<file path="src/rtl/datapath_ctrl_pkg.sv">
// Shared definitions for the ProtoCore sequencer: ALU opcodes, instruction
// opcodes, instruction field positions, FSM state encoding and the bundle of
// datapath control signals produced by the decoder.
// Optional build macro: DATAPATH_CTRL_SINGLE_STEP_EN adds the PAUSE state.
package datapath_ctrl_pkg;

    // ALU operation encoding, identical to the datapath's own encoding
    typedef enum logic [2:0] {
        ALU_ADD = 3'd0,
        ALU_SUB = 3'd1,
        ALU_AND = 3'd2,
        ALU_OR  = 3'd3,
        ALU_XOR = 3'd4,
        ALU_NOT = 3'd5,
        ALU_SHL = 3'd6,
        ALU_SHR = 3'd7
    } alu_op_t;

    // Instruction opcodes (0x0..0x7 are ALU ops, 0xD/0xE are undefined)
    localparam logic [3:0] OP_LDI  = 4'h8;
    localparam logic [3:0] OP_JMP  = 4'h9;
    localparam logic [3:0] OP_BZ   = 4'hA;
    localparam logic [3:0] OP_BC   = 4'hB;
    localparam logic [3:0] OP_NOP  = 4'hC;
    localparam logic [3:0] OP_HALT = 4'hF;

    // Instruction field positions
    localparam int OP_MSB  = 15;
    localparam int OP_LSB  = 12;
    localparam int RD_MSB  = 11;
    localparam int RD_LSB  = 8;
    localparam int RSA_MSB = 7;
    localparam int RSA_LSB = 4;
    localparam int RSB_MSB = 3;
    localparam int RSB_LSB = 0;
    localparam int IMM_MSB = 7;
    localparam int IMM_LSB = 0;

    // Sequencer states; three bits so PAUSE fits when single-step is built in
    typedef enum logic [2:0] {
        ST_IDLE   = 3'd0,
        ST_FETCH  = 3'd1,
        ST_DECODE = 3'd2,
        ST_EXEC   = 3'd3
`ifdef DATAPATH_CTRL_SINGLE_STEP_EN
        ,
        ST_PAUSE  = 3'd4
`endif
    } state_t;

    // Datapath control bundle driven during EXEC
    typedef struct packed {
        logic [2:0] alu_opcode;
        logic       alu_en;
        logic [3:0] ra_addr;
        logic [3:0] rb_addr;
        logic [3:0] write_addr;
        logic [7:0] imm_value;
        logic       write_en;
    } dp_ctrl_t;

    // Opcode field of an instruction word
    function automatic logic [3:0] instr_op(input logic [15:0] instr);
        return instr[OP_MSB:OP_LSB];
    endfunction

    // True for the eight ALU opcodes
    function automatic logic instr_is_alu(input logic [15:0] instr);
        return ~instr[OP_MSB];
    endfunction

endpackage

</file>
<file path="src/rtl/datapath_ctrl_if.sv">
// Bus between the sequencer and the rest of ProtoCore: instruction memory
// address/data plus the datapath control and flag signals.
// master = sequencer side, slave = memory/datapath side.
interface datapath_ctrl_if #(
    parameter int PC_WIDTH = 8
);
    logic [PC_WIDTH-1:0] imem_addr;
    logic [15:0]         imem_data;
    logic [2:0]          alu_opcode;
    logic                alu_en;
    logic [3:0]          ra_addr;
    logic [3:0]          rb_addr;
    logic [3:0]          write_addr;
    logic [7:0]          imm_value;
    logic                write_en;
    logic                alu_zero;
    logic                alu_carry;

    modport master (
        output imem_addr,
        input  imem_data,
        output alu_opcode,
        output alu_en,
        output ra_addr,
        output rb_addr,
        output write_addr,
        output imm_value,
        output write_en,
        input  alu_zero,
        input  alu_carry
    );

    modport slave (
        input  imem_addr,
        output imem_data,
        input  alu_opcode,
        input  alu_en,
        input  ra_addr,
        input  rb_addr,
        input  write_addr,
        input  imm_value,
        input  write_en,
        output alu_zero,
        output alu_carry
    );
endinterface

</file>
<file path="src/rtl/datapath_ctrl_decode.sv">
// Combinational instruction decoder: maps (state, ir, latched Z/C) to the
// datapath controls plus branch/halt/illegal qualifiers. Every output is
// inactive outside EXEC so the datapath never sees a stray write.
module datapath_ctrl_decode
    import datapath_ctrl_pkg::*;
(
    input  state_t      state,
    input  logic [15:0] ir,
    input  logic        flag_z,
    input  logic        flag_c,
    output dp_ctrl_t    ctrl,
    output logic        branch_taken,
    output logic        is_alu,
    output logic        is_halt,
    output logic        is_illegal
);

    logic [3:0] op;
    logic [3:0] rd;
    logic [3:0] rs_a;
    logic [3:0] rs_b;
    logic [7:0] imm8;

    assign op   = instr_op(ir);
    assign rd   = ir[RD_MSB:RD_LSB];
    assign rs_a = ir[RSA_MSB:RSA_LSB];
    assign rs_b = ir[RSB_MSB:RSB_LSB];
    assign imm8 = ir[IMM_MSB:IMM_LSB];

    // Decode the held instruction into datapath controls while in EXEC
    always_comb begin
        ctrl         = '0;
        branch_taken = 1'b0;
        is_alu       = 1'b0;
        is_halt      = 1'b0;
        is_illegal   = 1'b0;
        if (state == ST_EXEC) begin
            if (instr_is_alu(ir)) begin
                // NOT/shifts ignore rs_b inside the datapath; it is still driven
                is_alu          = 1'b1;
                ctrl.alu_opcode = op[2:0];
                ctrl.alu_en     = 1'b1;
                ctrl.ra_addr    = rs_a;
                ctrl.rb_addr    = rs_b;
                ctrl.write_addr = rd;
                ctrl.write_en   = 1'b1;
            end else begin
                case (op)
                    OP_LDI: begin
                        ctrl.write_addr = rd;
                        ctrl.imm_value  = imm8;
                        ctrl.write_en   = 1'b1;
                    end
                    OP_JMP:  branch_taken = 1'b1;
                    OP_BZ:   branch_taken = flag_z;
                    OP_BC:   branch_taken = flag_c;
                    OP_NOP:  ;
                    OP_HALT: is_halt = 1'b1;
                    default: is_illegal = 1'b1;
                endcase
            end
        end
    end

endmodule

</file>
<file path="src/rtl/datapath_ctrl.sv">
// ProtoCore sequencer. Fetches 16-bit instructions from a synchronous ROM,
// holds them in ir and drives the datapath through datapath_ctrl_if.
// Every instruction takes FETCH/DECODE/EXEC (three cycles).
// Optional build macro: DATAPATH_CTRL_SINGLE_STEP_EN adds the step input and
// a PAUSE state after each non-terminating EXEC.
//
//   state  | meaning
//   -------+-------------------------------------------------------------
//   IDLE   | waiting for start; pc/flags/illegal reloaded on start
//   FETCH  | imem_addr = pc, ROM read in flight
//   DECODE | ir <- imem_data, pc <- pc + 1
//   EXEC   | datapath controls driven from ir; branch, flags, halt resolved
//   PAUSE  | (single-step builds only) wait for a step pulse
module datapath_ctrl
    import datapath_ctrl_pkg::*;
#(
    parameter int                  PC_WIDTH = 8,
    parameter logic [PC_WIDTH-1:0] RESET_PC = '0
) (
    input  logic clk,
    input  logic rst,
    input  logic start,
`ifdef DATAPATH_CTRL_SINGLE_STEP_EN
    input  logic step,
`endif
    output logic busy,
    output logic done,
    output logic illegal,
    datapath_ctrl_if.master bus
);

    state_t              state;
    logic [PC_WIDTH-1:0] pc;
    logic [15:0]         ir;
    logic                flag_z;
    logic                flag_c;
    logic                start_armed;

    dp_ctrl_t            ctrl;
    logic                branch_taken;
    logic                is_alu;
    logic                is_halt;
    logic                is_illegal;

    datapath_ctrl_decode u_decode (
        .state        (state),
        .ir           (ir),
        .flag_z       (flag_z),
        .flag_c       (flag_c),
        .ctrl         (ctrl),
        .branch_taken (branch_taken),
        .is_alu       (is_alu),
        .is_halt      (is_halt),
        .is_illegal   (is_illegal)
    );

    assign bus.imem_addr  = pc;
    assign bus.alu_opcode = ctrl.alu_opcode;
    assign bus.alu_en     = ctrl.alu_en;
    assign bus.ra_addr    = ctrl.ra_addr;
    assign bus.rb_addr    = ctrl.rb_addr;
    assign bus.write_addr = ctrl.write_addr;
    assign bus.imm_value  = ctrl.imm_value;
    assign bus.write_en   = ctrl.write_en;

    // Blocks a start that arrives on the first edge after reset release
    always_ff @(posedge clk or negedge rst) begin
        if (!rst) begin
            start_armed <= 1'b0;
        end else begin
            start_armed <= 1'b1;
        end
    end

    // Sequencer FSM with pc, ir, flags and registered status outputs
    always_ff @(posedge clk or negedge rst) begin
        if (!rst) begin
            state   <= ST_IDLE;
            pc      <= RESET_PC;
            ir      <= '0;
            flag_z  <= 1'b0;
            flag_c  <= 1'b0;
            busy    <= 1'b0;
            done    <= 1'b0;
            illegal <= 1'b0;
        end else begin
            done <= 1'b0;
            case (state)
                ST_IDLE: begin
                    if (start && start_armed) begin
                        state   <= ST_FETCH;
                        pc      <= RESET_PC;
                        flag_z  <= 1'b0;
                        flag_c  <= 1'b0;
                        illegal <= 1'b0;
                        busy    <= 1'b1;
                    end
                end
                ST_FETCH: begin
                    state <= ST_DECODE;
                end
                ST_DECODE: begin
                    ir    <= bus.imem_data;
                    pc    <= pc + PC_WIDTH'(1);
                    state <= ST_EXEC;
                end
                ST_EXEC: begin
                    if (is_alu) begin
                        flag_z <= bus.alu_zero;
                        flag_c <= bus.alu_carry;
                    end
                    if (branch_taken) begin
                        pc <= PC_WIDTH'(ir[IMM_MSB:IMM_LSB]);
                    end
                    if (is_halt || is_illegal) begin
                        // Terminating instructions never stop in PAUSE
                        state <= ST_IDLE;
                        busy  <= 1'b0;
                        done  <= 1'b1;
                        if (is_illegal) begin
                            illegal <= 1'b1;
                        end
                    end else begin
`ifdef DATAPATH_CTRL_SINGLE_STEP_EN
                        state <= ST_PAUSE;
`else
                        state <= ST_FETCH;
`endif
                    end
                end
`ifdef DATAPATH_CTRL_SINGLE_STEP_EN
                ST_PAUSE: begin
                    if (step) begin
                        state <= ST_FETCH;
                    end
                end
`endif
                default: begin
                    state <= ST_IDLE;
                    busy  <= 1'b0;
                end
            endcase
        end
    end

endmodule

</file>
<file path="src/flat_wrapper.sv">
// flat-port wrapper written by rule: the top's interface ports become plain ports
module datapath_ctrl_flat import datapath_ctrl_pkg::*;
#(
    parameter int                  PC_WIDTH = 8,
    parameter logic [PC_WIDTH-1:0] RESET_PC = '0
)
  (clk, rst, start, busy, done, illegal, bus_imem_addr, bus_imem_data, bus_alu_opcode, bus_alu_en, bus_ra_addr, bus_rb_addr, bus_write_addr, bus_imm_value, bus_write_en, bus_alu_zero, bus_alu_carry);
  datapath_ctrl_if #(.PC_WIDTH(PC_WIDTH)) bus_i ();
  input  logic clk;
  input  logic rst;
  input  logic start;
  output logic busy;
  output logic done;
  output logic illegal;
  output wire logic [$bits(bus_i.imem_addr)-1:0] bus_imem_addr;
  input wire logic [$bits(bus_i.imem_data)-1:0] bus_imem_data;
  output wire logic [$bits(bus_i.alu_opcode)-1:0] bus_alu_opcode;
  output wire logic [$bits(bus_i.alu_en)-1:0] bus_alu_en;
  output wire logic [$bits(bus_i.ra_addr)-1:0] bus_ra_addr;
  output wire logic [$bits(bus_i.rb_addr)-1:0] bus_rb_addr;
  output wire logic [$bits(bus_i.write_addr)-1:0] bus_write_addr;
  output wire logic [$bits(bus_i.imm_value)-1:0] bus_imm_value;
  output wire logic [$bits(bus_i.write_en)-1:0] bus_write_en;
  input wire logic [$bits(bus_i.alu_zero)-1:0] bus_alu_zero;
  input wire logic [$bits(bus_i.alu_carry)-1:0] bus_alu_carry;
  assign bus_imem_addr = bus_i.imem_addr;
  assign bus_i.imem_data = bus_imem_data;
  assign bus_alu_opcode = bus_i.alu_opcode;
  assign bus_alu_en = bus_i.alu_en;
  assign bus_ra_addr = bus_i.ra_addr;
  assign bus_rb_addr = bus_i.rb_addr;
  assign bus_write_addr = bus_i.write_addr;
  assign bus_imm_value = bus_i.imm_value;
  assign bus_write_en = bus_i.write_en;
  assign bus_i.alu_zero = bus_alu_zero;
  assign bus_i.alu_carry = bus_alu_carry;
  datapath_ctrl #(.PC_WIDTH(PC_WIDTH), .RESET_PC(RESET_PC)) u_core (.clk(clk), .rst(rst), .start(start), .busy(busy), .done(done), .illegal(illegal), .bus(bus_i));
endmodule
</file>
<file path="config.mk">
export PLATFORM = sky130hd
export DESIGN_NAME = datapath_ctrl_flat
export DESIGN_NICKNAME = d
export VERILOG_FILES = /design/src/rtl/datapath_ctrl_pkg.sv /design/src/rtl/datapath_ctrl_if.sv /design/src/rtl/datapath_ctrl_decode.sv /design/src/rtl/datapath_ctrl.sv /design/src/flat_wrapper.sv
export SDC_FILE = /design/constraint.sdc
export NUM_CORES = 1
export LEC_CHECK = 0
export BUFFER_PORTS_ARGS = -buffer_cell sky130_fd_sc_hd__buf_4
export CAP_MARGIN = 25
export CORE_ASPECT_RATIO = 1.5
export CORE_MARGIN = 5
export CORE_UTILIZATION = 33
export DETAILED_ROUTE_END_ITERATION = 8
export GPL_TIMING_DRIVEN = 0
export PLACE_DENSITY_LB_ADDON = 0.12
export SETUP_SLACK_MARGIN = 0.1
export SLEW_MARGIN = 20
export SYNTH_ARGS = -nofsm -noshare
export SYNTH_HDL_FRONTEND = slang
export SYNTH_SLANG_ARGS = --single-unit
</file>
<file path="constraint.sdc">
create_clock -name clk -period 4.7 [get_ports clk]
set_clock_uncertainty 0.15 [all_clocks]
set_input_delay 0.94 -clock clk [delete_from_list [all_inputs] [get_ports clk]]
set_output_delay 0.94 -clock clk [all_outputs]
set_load 0.03 [all_outputs]
</file>
## Yosys cells after proc, flatten, opt, wreduce, memory -nomap -nowiden

Index checks and enable logic that the tools add are counted.
W data, S select, Z words.

- Memory bits (read-only): 0
- Memories kept: 0
- Logic and storage cells: 72
- Input bits: 21
- Memory bits (writable): 0
- Latch bits: 0
- Output and inout bits: 36
- Register bits: 33

- Equality and inequality tests: 14
- Shift operators: 0
- Div/mod/pow operators: 0
- Add/subtract/negate cells: 1
- Reductions and logical operators: 11
- Magnitude comparators: 0
- Bitwise logic cells: 1
- Multiply operators: 0
- Mux-type cells: 36

Operators by type and width:

| kind | number |
|---|---|
| $mux W25 | 1 |
| $eq A4 B4 Y1 const B | 6 |
| $mux W8 | 3 |
| $pmux W8 S3 | 1 |
| $mux W1 | 21 |
| $mux W13 | 1 |
| $mux W12 | 1 |
| $pmux W3 S4 | 1 |
| $ne A2 B1 Y1 const B | 5 |
| $reduce_and A3 Y1 | 3 |
| $add A8 B1 Y8 const B | 1 |
| $eq A3 B2 Y1 const B | 2 |
| $pmux W1 S2 | 3 |
| $pmux W1 S3 | 2 |
| $reduce_or A6 Y1 | 1 |
| $mux W4 | 1 |
| $reduce_and A4 Y1 | 1 |
| $eq A3 B1 Y1 const B | 1 |
| $logic_not A3 Y1 | 1 |
| $mux W3 | 1 |
| $reduce_bool A3 Y1 | 1 |
| $reduce_bool A2 Y1 | 1 |
| $reduce_or A2 Y1 | 1 |
| $logic_and A1 B1 Y1 | 1 |
| other kinds (2) | 2 |

## Longest topological paths before layout

Gate-level depths: netlist of the first run.

- Word-level depth: 8
- Mapped depth: 8
- Depth with buffers taken out: 6

## Modules after synthesis

From an unflattened synthesis of the first run, not the netlist that was laid out.

- Cell total of the unflattened synthesis: 186
- Area, all modules: 1,890.6 µm²

Modules (own cells, without submodules):

| module | times used | cells an instance | area an instance (µm²) |
|---|---|---|---|
| datapath_ctrl | 1 | 137 | 1,546.5 |
| datapath_ctrl_decode | 1 | 49 | 344.1 |

## Worst setup path after synthesis of the first run

No wires, ideal clock.

- Kind: reg2out
- Start point: register u_core.state[1]
- End point: output port bus_write_addr[0]
- Buffers on the path: 0
- Path slack: 1.859 ns
- Arrival: 1.751 ns
- Cell stages (with the launch flop): 6
- Cell sequence: dfrtp_1 -> ha_1 -> nand3b_4 -> nor3_1 -> nor2_1 -> nor2b_1

- Cells in the longest elaborated chain, start to end: 2

Ends and longest elaborated chain:

| item | RTL line | RTL |
|---|---|---|
| from (decl) | datapath_ctrl.sv:32 | `state_t state;` |
| from (signal assigned) | datapath_ctrl.sv:78 | `state <= ST_IDLE;` |
| from (signal assigned) | datapath_ctrl.sv:91 | `state <= ST_FETCH;` |
| from (signal assigned) | datapath_ctrl.sv:100 | `state <= ST_DECODE;` |
| $eq A3 B2 Y1 | datapath_ctrl_decode.sv:37 | `if (state == ST_EXEC) begin` |
| $mux W25 | datapath_ctrl_decode.sv:37 |  |
| to (decl) | flat_wrapper.sv:21 | `output wire logic [$bits(bus_i.write_addr)-1:0] bus_write_addr;` |

Every way passes these cells.

## Worst setup path in the final report of the first run

- Start point: register u_core.state[1]
- End point: output port bus_write_addr[1]

Same word-level chain as after synthesis.

==> impl_results.md, run 1 <==
- Status: finished clean
- CTS Sinks: 32
- Setup Buffers After CTS: 0
- CP Data Arrival Time: 2.43 ns
- Min Tclk post-route: 3.52 ns
- GRT Overall Usage: 13.5%
- YS warnings: 0
- Max-slew headroom: 37.4%
- Synthesized area per cell: 10.7 um^2
- Final period utilization: 74.9%
- Cell count after synthesis: 162
- Synth-to-Final Area Change: 33.5%
- Post-synthesis net count: 187
- Pin count of the biggest net entering global routing: 33
- Final WL: 4340 um
- Layout fillers: 540
- GRT met2 Usage: 22.6%
- Place WS: 1.37 ns
- Most used routing layer: met2
- Setup TNS: 0 ns
- CP Launch Type: flip-flop
- Site Rows: 32
- Synthesized cell area: 0.00174 mm^2
- Crit-path max FO: 9
- Clk root buf: clkbuf_8
- Chip height: 98.9 um
- Synth Flop Type: dfrtp_1
- Clock Path Buffers: 2
- Met3 Use GR: 5.20%
- Leak Pwr: 0.00110 uW
- Non-filler cells, final: 293
- Post-DR wirelength/cell: 14.8 um
- Hpwl dp: 3250 um
- Final core occ: 45.3%
- Number of synthesized register bits: 32
- Post-synth EDFFs: 0
- First-pass GRT wire length: 7480 um
- Routed vias: 1429
- Final hold violation count: 0
- Placer Congestion: 0.800
- CTS tree: built
- Cell Area, Placed: 0.00224 mm^2
- Reg clk slew, reported paths: 0.06 ns
- Via density per instance: 4.88
- CORE AREA: 0.00512 mm^2
- Remaining DRCs: 0
- Maximum VDD drop: 0.000303 V
- Power per cell area: 658 mW/mm^2
- Setup ws final: 1.18 ns
- Grt met1 use: 15.6%
- Critical path capture point type: primary output
- GRT overflow: 0
- Slew @ Worst Pin: 0.931 ns
- Layout cells sized above 1: 41.3%
- RSZ-0062 raised after global routing: false
- CP Class: reg -> out
- Initial antenna violation count: 0
- HP Class: reg -> reg
- Drt first pass iters: 4
- Die W: 69.3 um
- Netlist cell types: 39
- Sequential share of the synthesized area: 46.1%
- Fin area: 0.00232 mm^2
- H-Tree Depth: 2
- Fin nets: 250
- Starting DRT DRC Count: 57
- Placed cell count: 286
- CP required: 3.61 ns
- Final setup viols: 0
- Asr flop ratio synth: 100%
- Post-cts hold buffer count: 0
- Worst-Skew Late Latency: 0.28 ns
- # diodes: 0
- Post-CTS sizing: 0
- Initial core utilization: 33.9%
- IO Port Bufs: 56
- Max_cap viols: 0
- Io pins: 57
- Vias in the first global route: 1510
- Max Slew Vio Count: 0
- Num CTS Buffers: 5
- Die ar.: 0.00685 mm^2
- ANT nets after route: 0
- Fmax: 284 MHz
final cells by class:
type                    instances  area [um^2]  share of cell area (%)
flip-flops and latches         32          801                    34.5
multi-input cells             116          870                    37.5
clock buffers                   6         72.6                    3.13
plain buffers                   8         45.0                    1.94
clock inverters                 1         5.00                   0.216
repair buffers                 56          420                    18.1
well taps                      68         85.1                    3.67
inverters                       6         22.5                   0.970
registers in the layout (all words and copies together), names as in the netlist:
| signal | cells |
|---|---|
| u_core.busy | 1 |
| u_core.illegal | 1 |
| u_core.flag_c | 1 |
| u_core.done | 1 |
| u_core.bus.imem_addr | 8 |
| u_core.ir | 16 |
| u_core.start_armed | 1 |
| u_core.flag_z | 1 |
| u_core.state | 2 |
Yosys cell counts (all sizes together) (2+ instances only):
| master | number | area share [%] |
|---|---|---|
| a21oi | 4 | 1.2 |
| a221o | 5 | 2.9 |
| a22oi | 4 | 1.7 |
| and2 | 22 | 8.1 |
| buf | 7 | 2.4 |
| dfrtp | 32 | 46 |
| ha | 4 | 2.9 |
| inv | 6 | 1.3 |
| mux2 | 19 | 12 |
| nand2 | 8 | 1.7 |
| nand3 | 3 | 0.86 |
| nor2 | 5 | 1.1 |
| nor2b | 6 | 2.2 |
| nor3 | 6 | 1.7 |
| nor4 | 2 | 1.6 |
| o211ai | 3 | 1.3 |
| o21a | 2 | 0.86 |
| o21ai | 8 | 2.3 |
| o2bb2ai | 2 | 1.0 |
| or2 | 2 | 0.72 |
power by group:
| part | leakage (uW) | switching, uW | internal [uW] |
|---|---|---|---|
| registers | 0.000395 | 104 | 394 |
| logic | 0.000665 | 460 | 368 |
| clock network | 0.0000410 | 100 | 101 |
| total | 0.00110 | 664 | 863 |
metrics by stage:
stage / hold slack [ns] / total power [uW]
floorplan: 0.321 / 1080
finish: 0.350 / 1530
CTS: 0.355 / 1550
global route: 0.378 / 1660
global placement: 0.333 / 1340
detailed placement: 0.339 / 1340
kinds of logic (layout without fill, tap and decap cells):
logic type	Yosys count	in the layout	synth area share (%)
compound gates	32	32	13.3
fa+ha+maj	4	4	2.88
xor+xnor	1	1	0.504
simple gates	59	59	20.8
buf+inv	14	77	3.89
flops	32	32	46.1
mux	19	19	12.3
other cells	1	1	0.216
critical path, cell delays in order, from the launching register on:
cell and delay (ns):
dfrtp_1 0.38, ha_1 0.33, nand3b_4 0.12, nor3_1 0.72, nor2_1 0.26, nor2b_1 0.18
buf_4 0.17
cell usage in the layout, fill, tap and decap left out, drive strengths merged, types with 5 or more instances in the layout:
master / n
buf: 63
nor2b: 6
nor3: 6
a221o: 5
o21ai: 8
and2: 22
nor2: 5
dfrtp: 32
inv: 6
nand2: 8
clkbuf: 7
mux2: 19
final timing paths:
check | cells past startpoint | slack (ns) | to | startpoint
max | 6 | 1.18 | bus_write_addr[1] | u_core.state[1]$_DFFE_PN0P_
min | 1 | 0.35 | u_core.ir[11]$_DFFE_PN0P_ | u_core.ir[11]$_DFFE_PN0P_
max reg2reg | 7 | 2.40 | u_core.bus.imem_addr[0]$_DFFE_PN0P_ | u_core.state[0]$_DFFE_PN0P_
min reg2reg | 1 | 0.35 | u_core.ir[11]$_DFFE_PN0P_ | u_core.ir[11]$_DFFE_PN0P_
max in group asynchronous | 1 | 3.66 | u_core.state[1]$_DFFE_PN0P_ | rst
min in group asynchronous | 1 | 0.44 | u_core.bus.imem_addr[2]$_DFFE_PN0P_ | rst
layer usage:
layer  part of all wire, %  vias up
met2                    50       42
met4                   1.8        0
met1                    42      682
met5                     0        -
met3                   6.7        8
li1                      -      697
(Power assumes the default switching activity.)
==> run 2, diff against run 1 <==
clock period = 3.45 ns   (was 4.7 ns; I/O delays follow)
==> run 2 against run 1 <==
Effect of this change: first-iteration DRC count is the same; via count hardly changed; count of clock-buffer cells in the layout unchanged; non-clock buffer count unchanged; final area is 0.22% higher; combinational power up 36%; worst setup slack lost 0.72 ns; cell count unchanged; critical path depth unchanged; core utilization grew 0.098 points; register-to-register slack worse by 1.3 ns.
==> impl_results.md, run 2 (synthesis gave the netlist of run 1 again) <==
- R2R depth: 7 (unchanged)
- Starting DRT DRC Count: 57 (unchanged)
- Worst-Skew Late Latency: 0.28 ns (about the same)
- Post-DR wirelength/cell: 14.8 um (unchanged)
- Largest Register: u_core.ir
- Synth-to-Final Area Change: 33.8%
- Die ar.: 0.00685 mm^2 (unchanged)
- Non-filler cells, final: 293 (unchanged)
- Fmax: 335 MHz
- Crit-path max FO: 10 (+1)
- Fin nets: 250 (unchanged)
- ANT nets after route: 0 (unchanged)
- Crit path largest cell delay: 0.40 ns (-0.32 ns)
- Via density per instance: 4.87 (about the same)
- Pin count of the biggest net entering global routing: 33 (unchanged)
- Hpwl dp: 3250 um (unchanged)
- Clk root buf: clkbuf_8
- # diodes: 0 (unchanged)
- Max FFs per register: 16 (unchanged)
- GRT overflow: 0 (unchanged)
- Maximum VDD drop: 0.000412 V (+36%)
- Io pins: 57 (unchanged)
- GRT Overall Usage: 13.5% (unchanged)
- Slew @ Worst Pin: 0.611 ns (-0.320 ns)
- CP Data Arrival Time: 2.15 ns (-0.28 ns)
- Placer Congestion: 0.800 (unchanged)
- Placed cell count: 286 (unchanged)
- CP required: 2.61 ns (-1.00 ns)
- Setup TNS: 0 ns (unchanged)
- Die W: 69.3 um (unchanged)
- Most common cell after layout, fill and taps aside: buf_4
- Remaining DRCs: 0 (unchanged)
- R2R Setup Slk: 1.15 ns (-1.25 ns)
- Critical Path Sink: bus_alu_opcode[0]
- Site Rows: 32 (unchanged)
- Initial antenna violation count: 0 (unchanged)
- Max_cap viols: 0 (unchanged)
- Final WL: 4340 um (unchanged)
- Final period utilization: 86.6%
- Final hold violation count: 0 (unchanged)
- Crit path launch: u_core.state[1]$_DFFE_PN0P_
- CP Launch Type: flip-flop
- First-pass GRT wire length: 7480 um (unchanged)
- Chip height: 98.9 um (unchanged)
- CTS Sinks: 32 (unchanged)
- Vias in the first global route: 1510 (unchanged)
- CP Class: reg -> out
- Critical path capture point type: primary output
- Drt first pass iters: 4 (unchanged)
- Crit-path cells: ha_1 -> inv_1 -> nor2_1 -> clkbuf_1 -> and2_1 -> buf_4
- Max-slew headroom: 59.2% (+22 points)
- IO Port Bufs: 56 (unchanged)
- CORE AREA: 0.00512 mm^2 (unchanged)
- Status: finished clean
- Clock Path Buffers: 2 (unchanged)
- H-Tree Depth: 2 (unchanged)
- Final setup viols: 0 (unchanged)
- FF-to-FF End: u_core.bus.imem_addr[0]$_DFFE_PN0P_
- CTS tree: built
- Min Tclk post-route: 2.99 ns
- Layout cells sized above 1: 41.8% (+0.44 points)
- Power per cell area: 896 mW/mm^2 (+36%)
- HP Class: in -> async
- Leak Pwr: 0.00110 uW (+0.11%)
- Reg2Reg Launch Point: u_core.state[0]$_DFFE_PN0P_
- Routed vias: 1428 (-0.070%)
- RSZ-0062 raised after global routing: false
- Reg clk slew, reported paths: 0.07 ns (about the same)
- Max Slew Vio Count: 0 (unchanged)
- Most frequent cells in the layout: 57 x buf_4, 32 x dfrtp_1, 19 x and2_1, 19 x mux2_2, 8 x nand2_1
- Initial core utilization: 33.9% (unchanged)
- Num CTS Buffers: 5 (unchanged)
- Slowest CP cell: clkbuf_1
==> run 2: layout make-up <==
type	instances	area [um^2]
clock inverters	1	5.00
clock buffers	6	72.6
well taps	68	85.1
flip-flops and latches	32	801
inverters	6	22.5
fillers	539	2800
multi-input cells	116	875
repair buffers	56	420
plain buffers	8	45.0
==> run 2: power by group <==
part / internal [uW] / switching, uW
Sequential: 537 / 144
Clock: 137 / 136
Combinational: 502 / 627
==> run 2: worst max-delay path, delay by kind of cell (launching register included) <==
| family | cells | cell delay, ns |
|---|---|---|
| and+or+nand+nor | 2 | 0.45 |
| buffers and inverters | 3 | 0.71 |
| DFF | 1 | 0.38 |
| adders and majority gates | 1 | 0.33 |
==> run 2: stage by stage <==
step | cell area [um^2] | setup slack (ns) | total power, uW | hold WS, ns | utilization, %
finish | 2330 | 0.463 | 2080 | 0.190 | 45.4
global route | 2330 | 0.236 | 2260 | 0.226 | 45.4
CTS | 2330 | 0.442 | 2120 | 0.204 | 45.4
detailed placement | 2240 | 0.371 | 1830 | 0.339 | 43.8
global placement | 2240 | 0.363 | 1830 | 0.333 | 43.8
floorplan | 1740 | 0.859 | 1470 | 0.244 | -
==> run 2: what timing repair did <==
item                       CTS  global route
buffers inserted             0             0
resized for setup            1             0
hold buffers                 0             0
setup endpoints to repair    4             0
==> run 2: how the worst min path moves through the flow <==
stage                               from                                  end  slack, ns  cells past startpoint
3_3_place_gp   u_core.ir[11]$_DFFE_PN0P_            u_core.ir[11]$_DFFE_PN0P_       0.33                      1
2_1_floorplan                        rst  u_core.bus.imem_addr[0]$_DFFE_PN0P_       0.24                      0
4_1_cts                              rst  u_core.bus.imem_addr[2]$_DFFE_PN0P_       0.20                      1
5_1_grt                              rst            u_core.flag_z$_DFFE_PN0P_       0.23                      1
3_5_place_dp   u_core.ir[11]$_DFFE_PN0P_            u_core.ir[11]$_DFFE_PN0P_       0.34                      1
6_report                             rst  u_core.bus.imem_addr[2]$_DFFE_PN0P_       0.19                      1
==> run 2: routing by layer <==
layer  global-route usage (%)  wire, um  vias to the layer above
met3                     5.20       289                        8
met1                     15.6      1820                      681
met4                     5.26        77                        0
li1                         -         -                      697
met2                     22.6      2160                       42
met5                        0         0                        -
==> run 3, diff against run 2 <==
clock period = 2.7 ns   (was 3.45 ns; I/O delays follow)
==> run 3 against run 2 <==
Effect of this change: final area rose by 1.7%; via count rose by 0.14%; die area did not move; clock power rose by 29%; register-to-register slack got worse by 0.83 ns; core utilization rose by 0.78 points; highest routed layer unchanged.
==> impl_results.md, run 3 (synthesis gave the netlist of run 1 again) <==
- Status: finished clean
- CP Launch Type: flip-flop
- Post-cts hold buffer count: 0 (unchanged)
- Logic pwr share: 54.3% (about the same)
- CP Data Arrival Time: 1.74 ns (-0.41 ns)
- Clock Path Buffers: 2 (unchanged)
- Layout fillers: 537 (-0.37%)
- Pin count of the biggest net entering global routing: 33 (unchanged)
- CP required: 2.01 ns (-0.60 ns)
- CTS Sinks: 32 (unchanged)
- Vias in the first global route: 1522 (+0.79%)
- ANT nets after route: 0 (unchanged)
- Max Slew Vio Count: 0 (unchanged)
- Register share of total power: 32.7% (about the same)
- Site Rows: 32 (unchanged)
- CORE AREA: 0.00512 mm^2 (unchanged)
- Maximum VDD drop: 0.000472 V (+14%)
- Max_cap viols: 0 (unchanged)
- Placer Congestion: 0.800 (unchanged)
- HP Class: in -> async
- Max-slew headroom: 59.9% (+0.63 points)
- Final WL: 4340 um (about the same)
- Crit-path max FO: 10 (unchanged)
- Post-DR wirelength/cell: 14.7 um (-0.70%)
- CTS tree: built
- Die ar.: 0.00685 mm^2 (unchanged)
- Clk root buf: clkbuf_8
- Max FFs per register: 16 (unchanged)
- Layout cells sized above 1: 43.6% (+1.8 points)
- Io pins: 57 (unchanged)
- Storage cell area: 801 um^2 (unchanged)
- P_int: 1520 uW (+29%)
- Cell Area, Placed: 0.00224 mm^2 (unchanged)
- First-pass GRT wire length: 7500 um (+0.28%)
- CP Class: reg -> out
- Most frequent cells in the layout: 59 x buf_4, 32 x dfrtp_1, 19 x and2_1, 19 x mux2_2, 8 x nand2_1
- Largest Register: u_core.ir
- Slew @ Worst Pin: 0.602 ns (-0.00951 ns)
- Final setup viols: 0 (unchanged)
- GRT overflow: 0 (unchanged)
- Area occupied by multi-input gates: 896 um^2 (+2.4%)
- Routed vias: 1430 (+0.14%)
- Die W: 69.3 um (unchanged)
- Clock power share: 13.0% (about the same)
- H-Tree Depth: 2 (unchanged)
- Net Sw Frac: 43.7% (+0.14 points)
- Synth-to-Final Area Change: 36.1%
- GRT Overall Usage: 13.6% (+0.021 points)
- RSZ-0062 raised after global routing: false
- IO Port Bufs: 56 (unchanged)
- Fin nets: 252 (+0.80%)
- Final period utilization: 90.2%
- Remaining DRCs: 0 (unchanged)
- Chip height: 98.9 um (unchanged)
- Starting DRT DRC Count: 76 (+33%)
- Min Tclk post-route: 2.43 ns
- Num CTS Buffers: 5 (unchanged)
- Most common cell after layout, fill and taps aside: buf_4
- Hpwl dp: 3250 um (unchanged)
- Non-filler cells, final: 295 (+0.68%)
- Worst-Skew Late Latency: 0.28 ns (about the same)
- Final hold violation count: 0 (unchanged)
- Via density per instance: 4.85 (-0.54%)
- Initial core utilization: 33.9% (unchanged)
- Initial antenna violation count: 0 (unchanged)
- NetSw: 1180 uW (+30%)
- Reg clk slew, reported paths: 0.07 ns (about the same)
- Placed cell count: 286 (unchanged)
- Fin area: 0.00237 mm^2 (+1.7%)
- Drt first pass iters: 4 (unchanged)
- Leak Pwr: 0.00112 uW (+1.6%)
- Fmax: 411 MHz
- # diodes: 0 (unchanged)
- Critical path capture point type: primary output
- Power per cell area: 1140 mW/mm^2 (+28%)
run 3: changes by cell type in the layout (fill, tap and decap cells not counted):
cell | previous run | this run
nor2_2 | 0 | 1
buf_4 | 57 | 59
nor3_4 | 0 | 1
clkbuf_4 | 0 | 1
ha_4 | 0 | 1
nor3_2 | 1 | 0
ha_1 | 4 | 3
clkbuf_1 | 2 | 1
nor2_1 | 5 | 4
run 3: power by group through the flow:
| stage | clock (uW) | combinational, uW | sequential [uW] |
|---|---|---|---|
| after CTS | 364 | 1480 | 879 |
| after detailed placement | 0 | 1460 | 880 |
| after global placement | 0 | 1460 | 879 |
| final | 351 | 1470 | 884 |
| after global routing | 391 | 1610 | 926 |
| after floorplan | 0 | 964 | 918 |
run 3: worst max-delay path, cell delays in order, from the launching register on:
cell	delay, ns
dfrtp_1	0.41
ha_4	0.20
inv_1	0.11
nor2_2	0.20
clkbuf_4	0.24
and2_1	0.14
buf_4	0.15
run 3: area by class of cell:
class	instances	share of cell area, %
Clock inverter	1	0.212
Clock buffer	6	3.07
Tap cell	68	3.60
Buffer	8	2.06
Inverter	6	0.952
Multi-Input combinational cell	116	37.9
Sequential cell	32	33.8
Timing Repair Buffer	58	18.4
run 3: layer usage:
metal	routed length (um)	vias up	global-route usage, %
met4	87	0	5.26
met2	2160	40	22.7
met3	289	7	5.20
li1	-	699	-
met5	0	-	0
met1	1810	684	15.5
run 3: final timing paths:
path,start,endpoint,slack (ns),cells past startpoint
max reg2reg,u_core.state[0]$_DFFE_PN0P_,u_core.bus.imem_addr[0]$_DFFE_PN0P_,0.32,7
max,u_core.state[1]$_DFFE_PN0P_,bus_alu_opcode[1],0.27,6
min reg2reg,u_core.ir[11]$_DFFE_PN0P_,u_core.ir[11]$_DFFE_PN0P_,0.35,1
min,rst,u_core.bus.imem_addr[2]$_DFFE_PN0P_,0.04,1
max in group asynchronous,rst,u_core.state[1]$_DFFE_PN0P_,2.06,1
min in group clk,bus_imem_data[5],u_core.ir[5]$_DFFE_PN0P_,0.33,2
run 3: through the flow:
step                      hold slack [ns]  util (%)  setup slack, ns  setup TNS [ns]  power (uW)
final                              0.0406      46.2            0.266               0        2700
after global placement              0.333      43.8           -0.237           -1.09        2340
after floorplan                    0.0944         -            0.259               0        1880
after CTS                          0.0544      45.9            0.129               0        2720
after detailed placement            0.339      43.8           -0.229           -1.01        2340
after global routing               0.0754      46.2            0.128               0        2930
run 3: repair_timing:
item,CTS,global route
endpoints found under the hold margin,0,0
endpoints found under the setup margin,23,13
buffers inserted,2,0
resized for setup,5,2
cloned,0,0
pin swaps,1,0
